### src/rtl/instr_fetch_unit.sv
// Purpose: owns the architectural PC, fetches one instruction at a time from imem, hands it to decode.
// Latency: 3 cycles per instruction minimum (request, wait for response, present to decode).
// Backpressure: decode stall holds the instruction in HOLD; no new request until it is accepted or redirected.
module instr_fetch_unit #(
   parameter int                ADDR_W   = 32,
   parameter logic [ADDR_W-1:0] RESET_PC = '0
) (
   input  logic              clk,
   input  logic              rst,
   output logic              imem_req_valid,
   input  logic              imem_req_ready,
   output logic [ADDR_W-1:0] imem_addr,
   input  logic              imem_resp_valid,
   input  logic [31:0]       imem_resp_data,
   output logic              inst_valid,
   input  logic              inst_ready,
   output logic [31:0]       inst,
   output logic [ADDR_W-1:0] inst_pc,
   input  logic              redirect,
   input  logic [ADDR_W-1:0] redirect_pc,
   output logic              misalign_err
);

   typedef enum logic [1:0] {
      ST_REQ   = 2'd0,
      ST_WAIT  = 2'd1,
      ST_HOLD  = 2'd2,
      ST_DRAIN = 2'd3
   } state_t;

   state_t            state;
   state_t            state_nxt;
   logic [ADDR_W-1:0] pc;
   logic [ADDR_W-1:0] pc_nxt;
   logic [ADDR_W-1:0] redirect_target;
   logic              capture;

   // Redirect targets are forced word-aligned; the low bits only feed the error flag.
   assign redirect_target = {redirect_pc[ADDR_W-1:2], 2'b00};

   assign imem_addr      = pc;
   assign imem_req_valid = (state == ST_REQ) && !redirect;
   assign inst_valid     = (state == ST_HOLD) && !redirect;

   // Next-state and next-PC decode; redirect wins over every other event.
   always_comb begin
      state_nxt = state;
      pc_nxt    = pc;
      capture   = 1'b0;
      case (state)
         ST_REQ: begin
            if (redirect) begin
               pc_nxt = redirect_target;
            end else if (imem_req_ready) begin
               state_nxt = ST_WAIT;
            end
         end
         ST_WAIT: begin
            if (redirect) begin
               // A response landing in the same cycle closes the outstanding request,
               // otherwise the stale response still has to be drained.
               pc_nxt    = redirect_target;
               state_nxt = imem_resp_valid ? ST_REQ : ST_DRAIN;
            end else if (imem_resp_valid) begin
               capture   = 1'b1;
               pc_nxt    = pc + ADDR_W'(4);
               state_nxt = ST_HOLD;
            end
         end
         ST_HOLD: begin
            if (redirect) begin
               pc_nxt    = redirect_target;
               state_nxt = ST_REQ;
            end else if (inst_ready) begin
               state_nxt = ST_REQ;
            end
         end
         ST_DRAIN: begin
            if (redirect) begin
               pc_nxt = redirect_target;
            end
            if (imem_resp_valid) begin
               state_nxt = ST_REQ;
            end
         end
         default: begin
            state_nxt = ST_REQ;
         end
      endcase
   end

   // State and PC registers.
   always_ff @(posedge clk or posedge rst) begin
      if (rst) begin
         state <= ST_REQ;
         pc    <= RESET_PC;
      end else begin
         state <= state_nxt;
         pc    <= pc_nxt;
      end
   end

   // Instruction holding register, loaded only when a live response is accepted.
   always_ff @(posedge clk or posedge rst) begin
      if (rst) begin
         inst    <= '0;
         inst_pc <= '0;
      end else if (capture) begin
         inst    <= imem_resp_data;
         inst_pc <= pc;
      end
   end

   // Sticky flag for any redirect target that was not word-aligned.
   always_ff @(posedge clk or posedge rst) begin
      if (rst) begin
         misalign_err <= 1'b0;
      end else if (redirect && (redirect_pc[1:0] != 2'b00)) begin
         misalign_err <= 1'b1;
      end
   end

endmodule

### config.mk
export PLATFORM = sky130hd
export DESIGN_NAME = instr_fetch_unit
export DESIGN_NICKNAME = d
export VERILOG_FILES = /design/src/rtl/instr_fetch_unit.sv
export SDC_FILE = /design/constraint.sdc
export NUM_CORES = 1
export LEC_CHECK = 0
export BUFFER_PORTS_ARGS = -buffer_cell sky130_fd_sc_hd__buf_2
export CAP_MARGIN = 20
export CORE_AREA = 2 2 110 91
export DETAILED_ROUTE_END_ITERATION = 10
export DIE_AREA = 0 0 112 93
export PLACE_DENSITY_LB_ADDON = 0.2
export SYNTH_ARGS = -nofsm -noshare
export SYNTH_HDL_FRONTEND = slang
export SYNTH_SLANG_ARGS = --single-unit
### constraint.sdc
create_clock -name clk -period 4.1 [get_ports clk]
set_input_delay 0.615 -clock clk [delete_from_list [all_inputs] [get_ports clk]]
set_output_delay 0.615 -clock clk [all_outputs]
set_load 0.01 [all_outputs]
# [After elaboration in Yosys (flattened, before gate mapping)]
# Index checks and enable logic that the tools add are counted.
[word_totals] elab_cells=40 output_inout_bits=99 in_bits=70 ff_bits=99
[op_classes] addsub=1 n_eq_ne=9 muxes=16 n_reduce_logical=9
[ops] cell="2-to-1 mux 32 bit" n=3
[ops] cell="one-hot mux 32 bit (2 select lines)" n=1
[ops] cell="adder 32 x 3 -> 32 bit, second input constant" n=1
[ops] cell="2-to-1 mux 2 bit" n=8
[ops] cell="one-hot mux 2 bit (4 select lines)" n=1
[ops] cell="!= test 2 bit, second input constant" n=3
[ops] cell="!= test 3 bit, second input constant" n=2
[ops] cell="AND reduction 5 bit" n=1
[ops] cell="== test 2 bit, second input constant" n=2
[ops] cell="logical AND 1 bit" n=3
[ops] cell="2-to-1 mux 1 bit" n=3
[ops] cell="OR reduction 3 bit" n=1
[ops] cell="== test 2 x 1 -> 1 bit, second input constant" n=1
[ops] cell="zero test 2 bit" n=1
[ops] cell="!= test 2 x 1 -> 1 bit, second input constant" n=1
[ops] cell="AND reduction 2 bit" n=1
[ops] cell="nonzero test 2 bit" n=1
[ops] cell="zero test 1 bit" n=1

# [Longest topological paths before layout]
# Gate-level depths: netlist of run 1.
[logic_depth] ltp_word=4 ltp_mapped=6 depth_no_buf=5

# [Least setup slack after synthesis of run 1]
# No wires, ideal clock.
[synth_timing] path_kind="register to register" start="register pc[2], in the netlist imem_addr[2]" end="register pc[26], in the netlist imem_addr[26]" path_buffers=0 period_less_slack_ps=2089 stages_incl_launch_ff=6 required_time_ps=4018 setup_slack_ps=2011 setup_ps=82 arrival_time_ps=2007 path_cell_list="dfrtp_1 > ha_1 > nand3_1 > or3_2 > or4_1 > a31oi_1"
[synth_via] elab_chain_len=4
[synth_rtl] item="start, declared" line="33" text="logic [ADDR_W-1:0] pc;"
[synth_rtl] item="start signal, assigned" line="99" text="pc <= pc_nxt;"
[synth_rtl] item="adder 32 x 3 -> 32 bit" line="66" text="pc_nxt = pc + ADDR_W'(4);"
[synth_rtl] item="2-to-1 mux 32 bit" line="64" text="end else if (imem_resp_valid) begin"
[synth_rtl] item="2-to-1 mux 32 bit" line="59" text="if (redirect) begin"
[synth_rtl] item="one-hot mux 32 bit (2 select lines)" line="50" text="case (state)"
# No other way between the ends. The select of a mux whose other input is x is not followed.
# A chain may end at the register's enable or synchronous reset.

# [Worst setup path in the final report of run 1]
[layout_timing] start="register pc[3], in the netlist imem_addr[3]" end="register pc[26], in the netlist imem_addr[26]"
# Same word-level chain as after synthesis.

==> results of run 1 <==
-- metal layers --
metal  up-vias  part of all wire [%]  global-route usage, %
met4         0                   1.8                  7.012
met1      1871                    44                  33.53
met2       206                    44                  33.23
met5         -                     0                      0
met3        25                   9.9                  8.296
li1       1787                     -                      -
-- stage by stage --
step	utilization, %	instances	setup slack [ps]
after floorplan	-	405	1008
after global placement	57.10	662	1577
after detailed placement	57.10	662	1450
after CTS	60.82	678	1692
after global routing	60.82	678	1553
final	60.82	678	1665
-- power by group through the flow --
stage	clock [mW]	combinational (mW)	sequential [mW]
4_1_cts	0.986	0.983	1.46
3_3_place_gp	0	0.965	1.45
6_report	0.969	0.969	1.45
2_1_floorplan	0	0.410	1.58
5_1_grt	1.02	1.05	1.50
3_5_place_dp	0	0.980	1.47
-- area by class of cell --
cell class	count	area, um2	share of cell area, %
clock buffer	11	242.7	4.260
clock inverter	5	105.1	1.845
inverter	11	43.79	0.7686
timing repair buffer	169	858.3	15.06
tap	119	148.9	2.613
multi-input combinational	268	1922	33.73
sequential	95	2377	41.72
-- synth_stat cells, drive strengths merged (3+ instances only) --
library cell | n | share of area [%]
dfrtp | 95 | 53
mux2 | 56 | 14
nand2 | 29 | 2.4
nor2 | 27 | 2.3
clkbuf | 23 | 2.0
nand3 | 17 | 1.9
o21ai | 13 | 1.5
or4 | 12 | 2.0
inv | 11 | 0.93
nand4 | 11 | 1.9
a21oi | 10 | 1.1
o31ai | 10 | 1.7
a31oi | 8 | 1.1
buf | 8 | 1.2
nor3 | 7 | 0.79
and4 | 5 | 1.0
nand2b | 5 | 0.70
nor4 | 5 | 0.70
o31a | 5 | 1.0
a311oi | 4 | 0.79
nor3b | 4 | 0.67
o22ai | 4 | 0.56
or3 | 4 | 0.62
a211oi | 3 | 0.51
and3 | 3 | 0.42
-- final timing paths --
| check | from | endpoint | slack (ps) |
|---|---|---|---|
| max | imem_addr[3] | imem_addr[26] | 1660 |
| min | rst | inst[20] | 450 |
| max reg2reg | imem_addr[3] | imem_addr[26] | 1660 |
| min reg2reg | misalign_err | misalign_err | 470 |
| max in group asynchronous | rst | imem_addr[16] | 2750 |
| min in group clk | imem_req_ready | state[0] | 460 |
-- cells by family (layout without fill, tap and decap cells) --
kind of cell	count (synthesis)	after routing	synth area share [%]
other cells	1	4	0.08419
buf+inv	42	196	4.101
flops	95	95	53.37
simple gates	135	135	16.63
compound gates	72	72	11.38
fa+ha+maj	1	1	0.2809
mux	56	56	14.16
-- layout by cell type (no fill, tap or decap), types with 4 or more instances in the layout --
master,Yosys,final
nor4_1,5,5
o22ai_1,4,4
a31oi_1,8,8
a21oi_1,10,10
nor2_1,27,27
a311oi_1,4,4
dfrtp_1,95,95
o31a_1,4,4
nor3_1,7,7
o21ai_0,13,13
o31ai_1,10,10
clkbuf_16,0,9
buf_4,5,5
nand2_1,29,29
nand3_1,17,17
conb_1,1,4
nand4_1,10,10
or4_1,12,12
nor3b_1,4,4
buf_2,3,164
inv_1,11,10
nand2b_1,5,5
mux2_2,56,56
-- flip-flops by register name (all words and copies together) (netlist names) --
| signal | cells |
|---|---|
| inst_pc | 30 |
| inst | 32 |
| misalign_err | 1 |
| imem_addr | 30 |
| state | 2 |
==> reports/metrics.csv, run 1 <==
stage;metric;value;unit
final_layout;fillers;855;
sta;setup_viol_count_final;0;
cts;post_cts_buffers;0;
floorplan;coreArea;9369;um2
worst_setup_path;max_stage_delay;570;ps
power;ir_drop;0.3997;mV
power;p_per_area;595.4;nW/um2
global_route;gr-total-overflow;0;
placed_design;portBuffers;164;
power;sequentialPowerShare;42.9;%
synthesis;postSynth.asyncResetShare;100.0;%
flow_run;cap_violations;0;
power;pwr-share-clk;28.6;%
cts;cts.sinks;95;
synthesis;avgSynthCellArea;11.08;um2
cts;post_cts_resized;0;
sta;finalCritPeriodShare;59.40;%
worst_setup_path;crit_type;reg -> reg;
sta;clock.fmax;410.6;MHz
cts;cts_made_buffers;9;
detailed_routing;totalWireLength;11880;um
worst_setup_path;cp-start-kind;flip-flop;
sta;fin_setup_tns;0;ps
detailed_routing;vias;3889;
worst_setup_path;crit_fanout;10;
synthesis;synth.distinct_cells;51;
synthesis;synth_flop_cell;dfrtp_1;
detailed_routing;viasPerCell;5.736;
floorplan;dieWidth;112;um
final_layout;syn_to_final_growth;27.92;%
placed_design;hpwl;8499;um
sta;slew_viol_final;0;
worst_setup_path;r2r_cells;5;
power;switchingPower;1.043;mW
synthesis;yosysWarningCount;0;
detailed_routing;routedWlPerCell;17.53;um
floorplan;row_count;32;
worst_setup_path;worst_path_max_delay_cell;or3_2;
global_route;grt_pass1_vias;3712;
final_layout;final_layout_size_suffix_gt1_share;45.26;%
power;swShare;30.75;%
detailed_routing;detail_route.iter0.violations;325;
cts;cts_root_buf;clkbuf_16;
worst_hold_path;hp-class;in -> async;
cts;clock_latency;350;ps
synthesis;syn_area;4454;um2
detailed_routing;drc;0;
sta;worst_pin_slew;981.9;ps
floorplan;io_pins;169;
sta;fin_crit;2435;ps
cts;h-tree-depth;3;
sta;finalHoldViolations;0;
detailed_routing;first_pass_iters;5;
worst_setup_path;crit_buf_inv;0;
sta;skew;4.785;ps
power;internal_power;2.349;mW
cts;hold_buffers;0;
final_layout;antenna_cells;0;
power;p_comb_share;28.6;%
sta;hold_slack;447.5;ps
worst_setup_path;crit_arrival;2700;ps
global_route;antenna_found_initial;0;
cts;clock_path_buffers;2;
global_route;grt_start_max_net_pins;72;
sta;rsz0062_at_grt;no;
detailed_routing;antenna_left;0;
final_layout;fin_nets;625;
cts;cts_tree;built;
global_route;grt_pass1_wl;19060;um
worst_setup_path;cp_top_family;simple AND/OR/NAND/NOR gates;
synthesis;synthCells;402;
outcome;outcome;finished clean;
final_layout;final_area;5698;um2
placed_design;place_area;5350;um2
placed_design;globalplace.congestion;0.9018;
cts;clkTransAtPathRegs;70;ps
worst_setup_path;endpoint_kind;flip-flop;
power;finalPower;3.393;mW
power;p_leak;2.595;nW
floorplan;die_h;93;um
global_route;grt_util_all_layers;23.29;%
worst_setup_path;path_cells;ha_1 > nand3_1 > or3_2 > or4_1 > a31oi_1;
synthesis;synth-seq-area-share;53.37;%
worst_setup_path;cp.depth;5;
floorplan;start_util;47.54;%
synthesis;ys_ff_latch;95;
synthesis;synth-edff-count;0;
sta;relSlewSlack;34.47;%
worst_setup_path;worstPathRequired;4370;ps
floorplan;die_area;10420;um2
Power figures use the tool's default switching activity.
==> run 2: changes to the inputs <==
--- a/config.mk
+++ b/config.mk
@@ -7,9 +7,9 @@
 export LEC_CHECK = 0
 export BUFFER_PORTS_ARGS = -buffer_cell sky130_fd_sc_hd__buf_2
 export CAP_MARGIN = 20
-export CORE_AREA = 2 2 110 91
+export CORE_AREA = 2 2 116 95
 export DETAILED_ROUTE_END_ITERATION = 10
-export DIE_AREA = 0 0 112 93
+export DIE_AREA = 0 0 118 97
 export PLACE_DENSITY_LB_ADDON = 0.2
 export SYNTH_ARGS = -nofsm -noshare
 export SYNTH_HDL_FRONTEND = slang
==> constraint.sdc (replaced) <==
create_clock -name clk -period 2.18 [get_ports clk]
set_input_delay 0.327 -clock clk [delete_from_list [all_inputs] [get_ports clk]]
set_output_delay 0.327 -clock clk [all_outputs]
set_load 0.01 [all_outputs]
==> run 2 against run 1 <==
Clock skew is 2.6 ps higher. Final cell count increased by 6.0%. Die area grew 9.9%. First-iteration DRC count rose by 3.4%. Via count rose by 0.90%. Cell area up 2.6%. Register-to-register slack got worse by 1600 ps. Sequential cell count unchanged. Clock power rose by 60%. Critical path depth stayed put. Critical endpoint is now imem_addr[25]. Largest power group unchanged.
==> reports/metrics.csv, run 2 (synthesized netlist as in run 1, its figures left out) <==
stage;metric;value;unit;change
outcome;outcome;finished clean;;
worst_setup_path;reg2reg_from;imem_addr[12];;
final_layout;fin_nets;647;;+3.5%
cts;clkTransAtPathRegs;60;ps;about the same
power;swShare;31.76;%;+1.0 points
floorplan;row_count;33;;+3.1%
worst_setup_path;crit_fanout;14;;+4
global_route;grt_start_max_net_pins;96;;+33%
floorplan;io_pins;169;;unchanged
placed_design;hpwl;9580;um;+13%
worst_setup_path;cp-start-kind;flip-flop;;
global_route;grt_util_all_layers;22.88;%;-0.41 points
cts;clock_latency;340;ps;about the same
worst_setup_path;crit_arrival;2330;ps;-370 ps
sta;relSlewSlack;63.33;%;+29 points
power;p_comb_share;31.6;%;+3.0 points
detailed_routing;viasPerCell;5.458;;-4.9%
sta;clock.fmax;481.8;MHz;+17%
cts;hold_buffers;0;;unchanged
global_route;antenna_found_initial;0;;unchanged
worst_setup_path;worstPathRequired;2430;ps;-1940 ps
sta;finalHoldViolations;0;;unchanged
cts;cts_root_buf;clkbuf_16;;
sta;worst_pin_slew;545.1;ps;-436.8 ps
final_layout;largest_register;inst;;
cts;h-tree-depth;3;;unchanged
floorplan;die_h;97;um;+4.3%
worst_setup_path;endpoint_kind;flip-flop;;
final_layout;largest_reg_flops;32;;unchanged
sta;setup_viol_count_final;0;;unchanged
detailed_routing;totalWireLength;12900;um;+8.5%
worst_hold_path;hp-class;in -> async;;
worst_setup_path;worst_path_max_delay_cell;or4_1;;
final_layout;final_layout_size_suffix_gt1_share;47.67;%;+2.4 points
sta;finalCritPeriodShare;95.21;%;+36 points
cts;post_cts_resized;0;;unchanged
cts;post_cts_buffers;0;;unchanged
global_route;grt_pass1_wl;20620;um;+8.2%
power;p_per_area;1059;nW/um2;+78%
detailed_routing;drc;0;;unchanged
placed_design;portBuffers;164;;unchanged
final_layout;layout_common_cells;164 x buf_2, 94 x dfrtp_1, 56 x mux2_2;;
sta;slew_viol_final;0;;unchanged
detailed_routing;routedWlPerCell;17.94;um;+2.4%
floorplan;start_util;43.68;%;-3.9 points
final_layout;final_core_util;57.33;%;-3.5 points
worst_setup_path;r2r_setup_slack;100;ps;-1560 ps
power;ir_drop;0.5691;mV;+42%
global_route;gr-total-overflow;0;;unchanged
worst_setup_path;cp_top_family;simple AND/OR/NAND/NOR gates;;
worst_setup_path;crit_type;reg -> reg;;
final_layout;multi_input_area;1926;um2;+0.20%
final_layout;syn_to_final_growth;31.26;%;
cts;cts_tree;built;;
final_layout;antenna_cells;0;;unchanged
placed_design;globalplace.congestion;0.9163;;+1.6%
power;switchingPower;1.967;mW;+89%
power;internal_power;4.226;mW;+80%
power;pwr-share-clk;25.0;%;-3.6 points
power;sequentialPowerShare;43.4;%;+0.5 points
sta;fin_crit;2076;ps;-359.7 ps
final_layout;fillers;958;;+12%
cts;cts.sinks;95;;unchanged
worst_setup_path;rr_endpoint;imem_addr[25];;
floorplan;dieWidth;118;um;+5.4%
final_layout;final_common_cell;buf_2;;
worst_setup_path;r2r_cells;5;;unchanged
worst_setup_path;path_cells;nand4_1 > buf_4 > or2_2 > or4_1 > a211oi_1;;
cts;cts_made_buffers;9;;unchanged
sta;fin_setup_tns;0;ps;unchanged
worst_setup_path;crit_buf_inv;1;;+1
detailed_routing;detail_route.iter0.violations;336;;+3.4%
final_layout;register_area;2379;um2;about the same
sta;rsz0062_at_grt;no;;
sta;skew;7.391;ps;+2.606 ps
detailed_routing;antenna_left;0;;unchanged
floorplan;coreArea;10200;um2;+8.9%
global_route;grt_pass1_vias;3887;;+4.7%
cts;clock_path_buffers;2;;unchanged
detailed_routing;first_pass_iters;5;;unchanged
power;p_leak;2.679;nW;+3.2%
floorplan;die_area;11450;um2;+9.9%
flow_run;cap_violations;0;;unchanged
worst_setup_path;max_stage_delay;540;ps;-30 ps
detailed_routing;vias;3924;;+0.90%
-- run 2: how the worst max path moves through the flow --
stage	startpoint	endpoint	slack [ps]	cells past startpoint
final	imem_addr[12]	imem_addr[25]	100	5
after global routing	state[1]	imem_addr[25]	20	4
after CTS	imem_addr[10]	imem_addr[24]	90	4
after detailed placement	imem_addr[10]	imem_addr[24]	120	4
after global placement	imem_addr[10]	imem_addr[24]	180	4
after floorplan	imem_addr[2]	imem_addr[26]	90	5
-- run 2: metrics by stage --
stage | hold WS [ps] | std cells | setup slack (ps) | power (mW) | area (um2)
4_1_cts | 148.6 | 719 | 89.53 | 6.251 | 5842
3_5_place_dp | 448.6 | 705 | 118.8 | 4.694 | 5555
5_1_grt | 173.9 | 719 | 21.60 | 6.547 | 5847
6_report | 125.8 | 719 | 104.3 | 6.193 | 5847
3_3_place_gp | 445.1 | 705 | 182.7 | 4.632 | 5555
2_1_floorplan | 439.8 | 405 | 91.42 | 3.749 | 4469
-- run 2: worst reg2reg max path: cells and delay by family (launching register included) --
kind,cells,cell delay (ps)
AOI/OAI and AO/OA,1,230
buffers and inverters,1,180
DFF,1,440
and+or+nand+nor,3,1130
-- run 2: layout make-up --
cell class                      instances  area share [%]
Sequential cell                        95           40.68
Multi-Input combinational cell        268           32.93
Tap cell                              140           2.996
Clock inverter                          4          0.8132
Inverter                               11          0.7704
Clock buffer                           10           4.087
Timing Repair Buffer                  191           17.72
-- run 2: power by group through the flow --
| stage | Combinational, mW | Clock (mW) | Sequential (mW) |
|---|---|---|---|
| 6_report | 1.96 | 1.55 | 2.69 |
| 5_1_grt | 2.11 | 1.66 | 2.78 |
| 4_1_cts | 1.98 | 1.58 | 2.69 |
| 3_5_place_dp | 1.97 | 0 | 2.72 |
| 3_3_place_gp | 1.95 | 0 | 2.68 |
| 2_1_floorplan | 0.771 | 0 | 2.98 |
-- run 2: metal layers --
metal,up-vias,GRT usage (%),routed length [um]
met2,182,33.94,5672
met4,0,7.229,257
met3,26,5.189,917
met5,-,0,0
met1,1892,33.31,6053
li1,1824,-,-
==> run 3: changes to the inputs <==
--- a/config.mk
+++ b/config.mk
@@ -10,7 +10,9 @@
 export CORE_AREA = 2 2 116 95
 export DETAILED_ROUTE_END_ITERATION = 10
 export DIE_AREA = 0 0 118 97
+export HOLD_SLACK_MARGIN = 0.06
 export PLACE_DENSITY_LB_ADDON = 0.2
+export SETUP_SLACK_MARGIN = 0.5
 export SYNTH_ARGS = -nofsm -noshare
 export SYNTH_HDL_FRONTEND = slang
 export SYNTH_SLANG_ARGS = --single-unit
==> run 3 against run 2 <==
Cell area is 13% higher. Global-route usage is 0.40 points lower. Setup slack better by 160 ps. Utilization is 7.3 points higher. Largest power group unchanged.
==> reports/metrics.csv, run 3 (synthesized netlist as in run 1, its figures left out) <==
stage;metric;value;unit;change
detailed_routing;first_pass_iters;5;;unchanged
worst_setup_path;rr_endpoint;imem_addr[30];;
power;finalPower;6.535;mW;+5.5%
final_layout;fillers;839;;-12%
final_layout;final_core_util;64.64;%;+7.3 points
final_layout;fin_nets;690;;+6.6%
final_layout;finalNonFillerCells;764;;+6.3%
sta;slew_viol_final;0;;unchanged
placed_design;placed_cells_incl_taps;697;;-1.1%
detailed_routing;detail_route.iter0.violations;258;;-23%
sta;worst_pin_slew;575.4;ps;+30.34 ps
global_route;gr-total-overflow;0;;unchanged
floorplan;row_count;33;;unchanged
final_layout;register_area;2395;um2;+0.68%
global_route;grt_util_all_layers;22.48;%;-0.40 points
placed_design;hpwl;8777;um;-8.4%
cts;h-tree-depth;3;;unchanged
worst_setup_path;r2r_cells;5;;unchanged
outcome;outcome;finished clean;;
final_layout;largest_register;inst;;
power;ir_drop;0.6847;mV;+20%
worst_hold_path;holdPathEnd;state[0];;
floorplan;dieWidth;118;um;unchanged
floorplan;io_pins;169;;unchanged
power;p_per_area;991.3;nW/um2;-6.4%
final_layout;largest_reg_flops;32;;unchanged
flow_run;cap_violations;0;;unchanged
worst_setup_path;cp-start-kind;flip-flop;;
final_layout;multi_input_area;2227;um2;+16%
worst_hold_path;hp-class;in -> reg;;
worst_setup_path;endpoint_kind;flip-flop;;
floorplan;coreArea;10200;um2;unchanged
detailed_routing;totalWireLength;13150;um;+1.9%
detailed_routing;antenna_left;0;;unchanged
worst_setup_path;path_cells;ha_4 > nand4_1 > or4_4 > o31a_2 > o31a_1;;
placed_design;portBuffers;164;;unchanged
sta;clock.fmax;523.2;MHz;+8.6%
sta;finalCritPeriodShare;87.67;%;-7.5 points
global_route;grt_pass1_wl;20530;um;-0.44%
final_layout;final_layout_size_suffix_gt1_share;59.78;%;+12 points
placed_design;globalplace.congestion;0.8691;;-5.2%
floorplan;die_h;97;um;unchanged
detailed_routing;vias;4189;;+6.8%
worst_setup_path;reg2reg_from;imem_addr[3];;
final_layout;layout_common_cells;164 x buf_2, 81 x dfrtp_1, 56 x mux2_2;;
sta;fin_crit;1911;ps;-164.5 ps
cts;cts_tree;built;;
worst_setup_path;crit_fanout;5;;-9
worst_setup_path;crit_arrival;2140;ps;-190 ps
sta;skew;5.859;ps;-1.532 ps
sta;fin_setup_tns;0;ps;unchanged
worst_setup_path;r2r_setup_slack;270;ps;+160 ps
global_route;grt_start_max_net_pins;70;;-27%
final_layout;syn_to_final_growth;48.01;%;
cts;clkTransAtPathRegs;70;ps;about the same
worst_setup_path;max_stage_delay;590;ps;+50 ps
sta;rsz0062_at_grt;yes;;
final_layout;antenna_cells;0;;unchanged
sta;relSlewSlack;61.56;%;-1.8 points
floorplan;die_area;11450;um2;unchanged
detailed_routing;viasPerCell;5.483;;+0.47%
cts;cts_made_buffers;9;;unchanged
worst_setup_path;crit_type;reg -> reg;;
final_layout;final_common_cell;buf_2;;
sta;setup_viol_count_final;0;;unchanged
worst_hold_path;min_from;imem_req_ready;;
cts;cts_root_buf;clkbuf_16;;
worst_setup_path;crit_buf_inv;0;;-1
worst_setup_path;cp_top_family;simple AND/OR/NAND/NOR gates;;
worst_setup_path;worst_path_max_delay_cell;or4_4;;
floorplan;start_util;43.68;%;unchanged
detailed_routing;routedWlPerCell;17.21;um;-4.1%
global_route;antenna_found_initial;0;;unchanged
power;p_leak;2.988;nW;+12%
worst_setup_path;worstPathRequired;2410;ps;-20 ps
cts;clock_path_buffers;2;;unchanged
worst_hold_path;hold_depth;3;;
global_route;grt_pass1_vias;3943;;+1.4%
detailed_routing;drc;0;;unchanged
cts;clock_latency;340;ps;about the same
cts;cts.sinks;95;;unchanged
sta;finalHoldViolations;0;;unchanged
==> run 3: cell type report <==
cell class                      count  area share [%]
Multi-Input combinational cell    269           33.78
Tap cell                          140           2.657
Inverter                           11          0.6832
Timing Repair Buffer              233           21.65
Clock inverter                      6           1.272
Sequential cell                    95           36.33
Clock buffer                       10           3.625
==> run 3: worst max path at each step <==
| stage | start | to | slack (ps) | cells after the start |
|---|---|---|---|---|
| after detailed placement | imem_addr[4] | imem_addr[25] | 150 | 4 |
| after CTS | imem_addr[2] | imem_addr[30] | 330 | 5 |
| after global routing | imem_addr[3] | imem_addr[27] | 190 | 7 |
| after global placement | imem_addr[3] | imem_addr[24] | 180 | 5 |
| after floorplan | imem_addr[3] | imem_addr[24] | 250 | 6 |
| final | imem_addr[3] | imem_addr[30] | 270 | 5 |
==> run 3: worst register-to-register path, delay by kind of cell (launching register included) <==
kind,cells,cell delay (ps)
AND/OR/NAND/NOR,2,690
AO/OA/AOI/OAI,2,540
flip-flops,1,400
adder cells (fa/ha/maj),1,170
==> run 3: report_power, final <==
group	switching (mW)	internal (mW)	total [mW]
registers	0.335	2.36	2.69
clock network	0.663	1.03	1.69
logic	1.04	1.10	2.15
total	2.04	4.49	6.54
==> run 3: stage by stage <==
step	cell area [um2]	setup WS, ps	hold WS [ps]
final	6593	268.8	182.9
after global routing	6593	188.6	198.2
after CTS	6188	326.7	176.7
after detailed placement	5568	145.4	424.2
after global placement	5568	179.7	422.0
after floorplan	4562	248.9	439.8
==> run 3: per-layer routing <==
layer  share of wire [%]  vias up  GRT usage [%]
met2                  46      208          34.44
met3                 8.9       15          5.778
met5                   0        -              0
li1                    -     1918              -
met1                  44     2048          31.86
met4                 1.2        0          5.746
==> run 3: repair_timing <==
action                                  in CTS  in global routing
gates resized for setup                     26                 50
endpoints found under the hold margin       10                  0
pin swaps                                   14                 26
setup buffers                               26                 23
endpoints found under the setup margin      21                 25
cloned                                       0                  1
hold buffers                                 1                  0
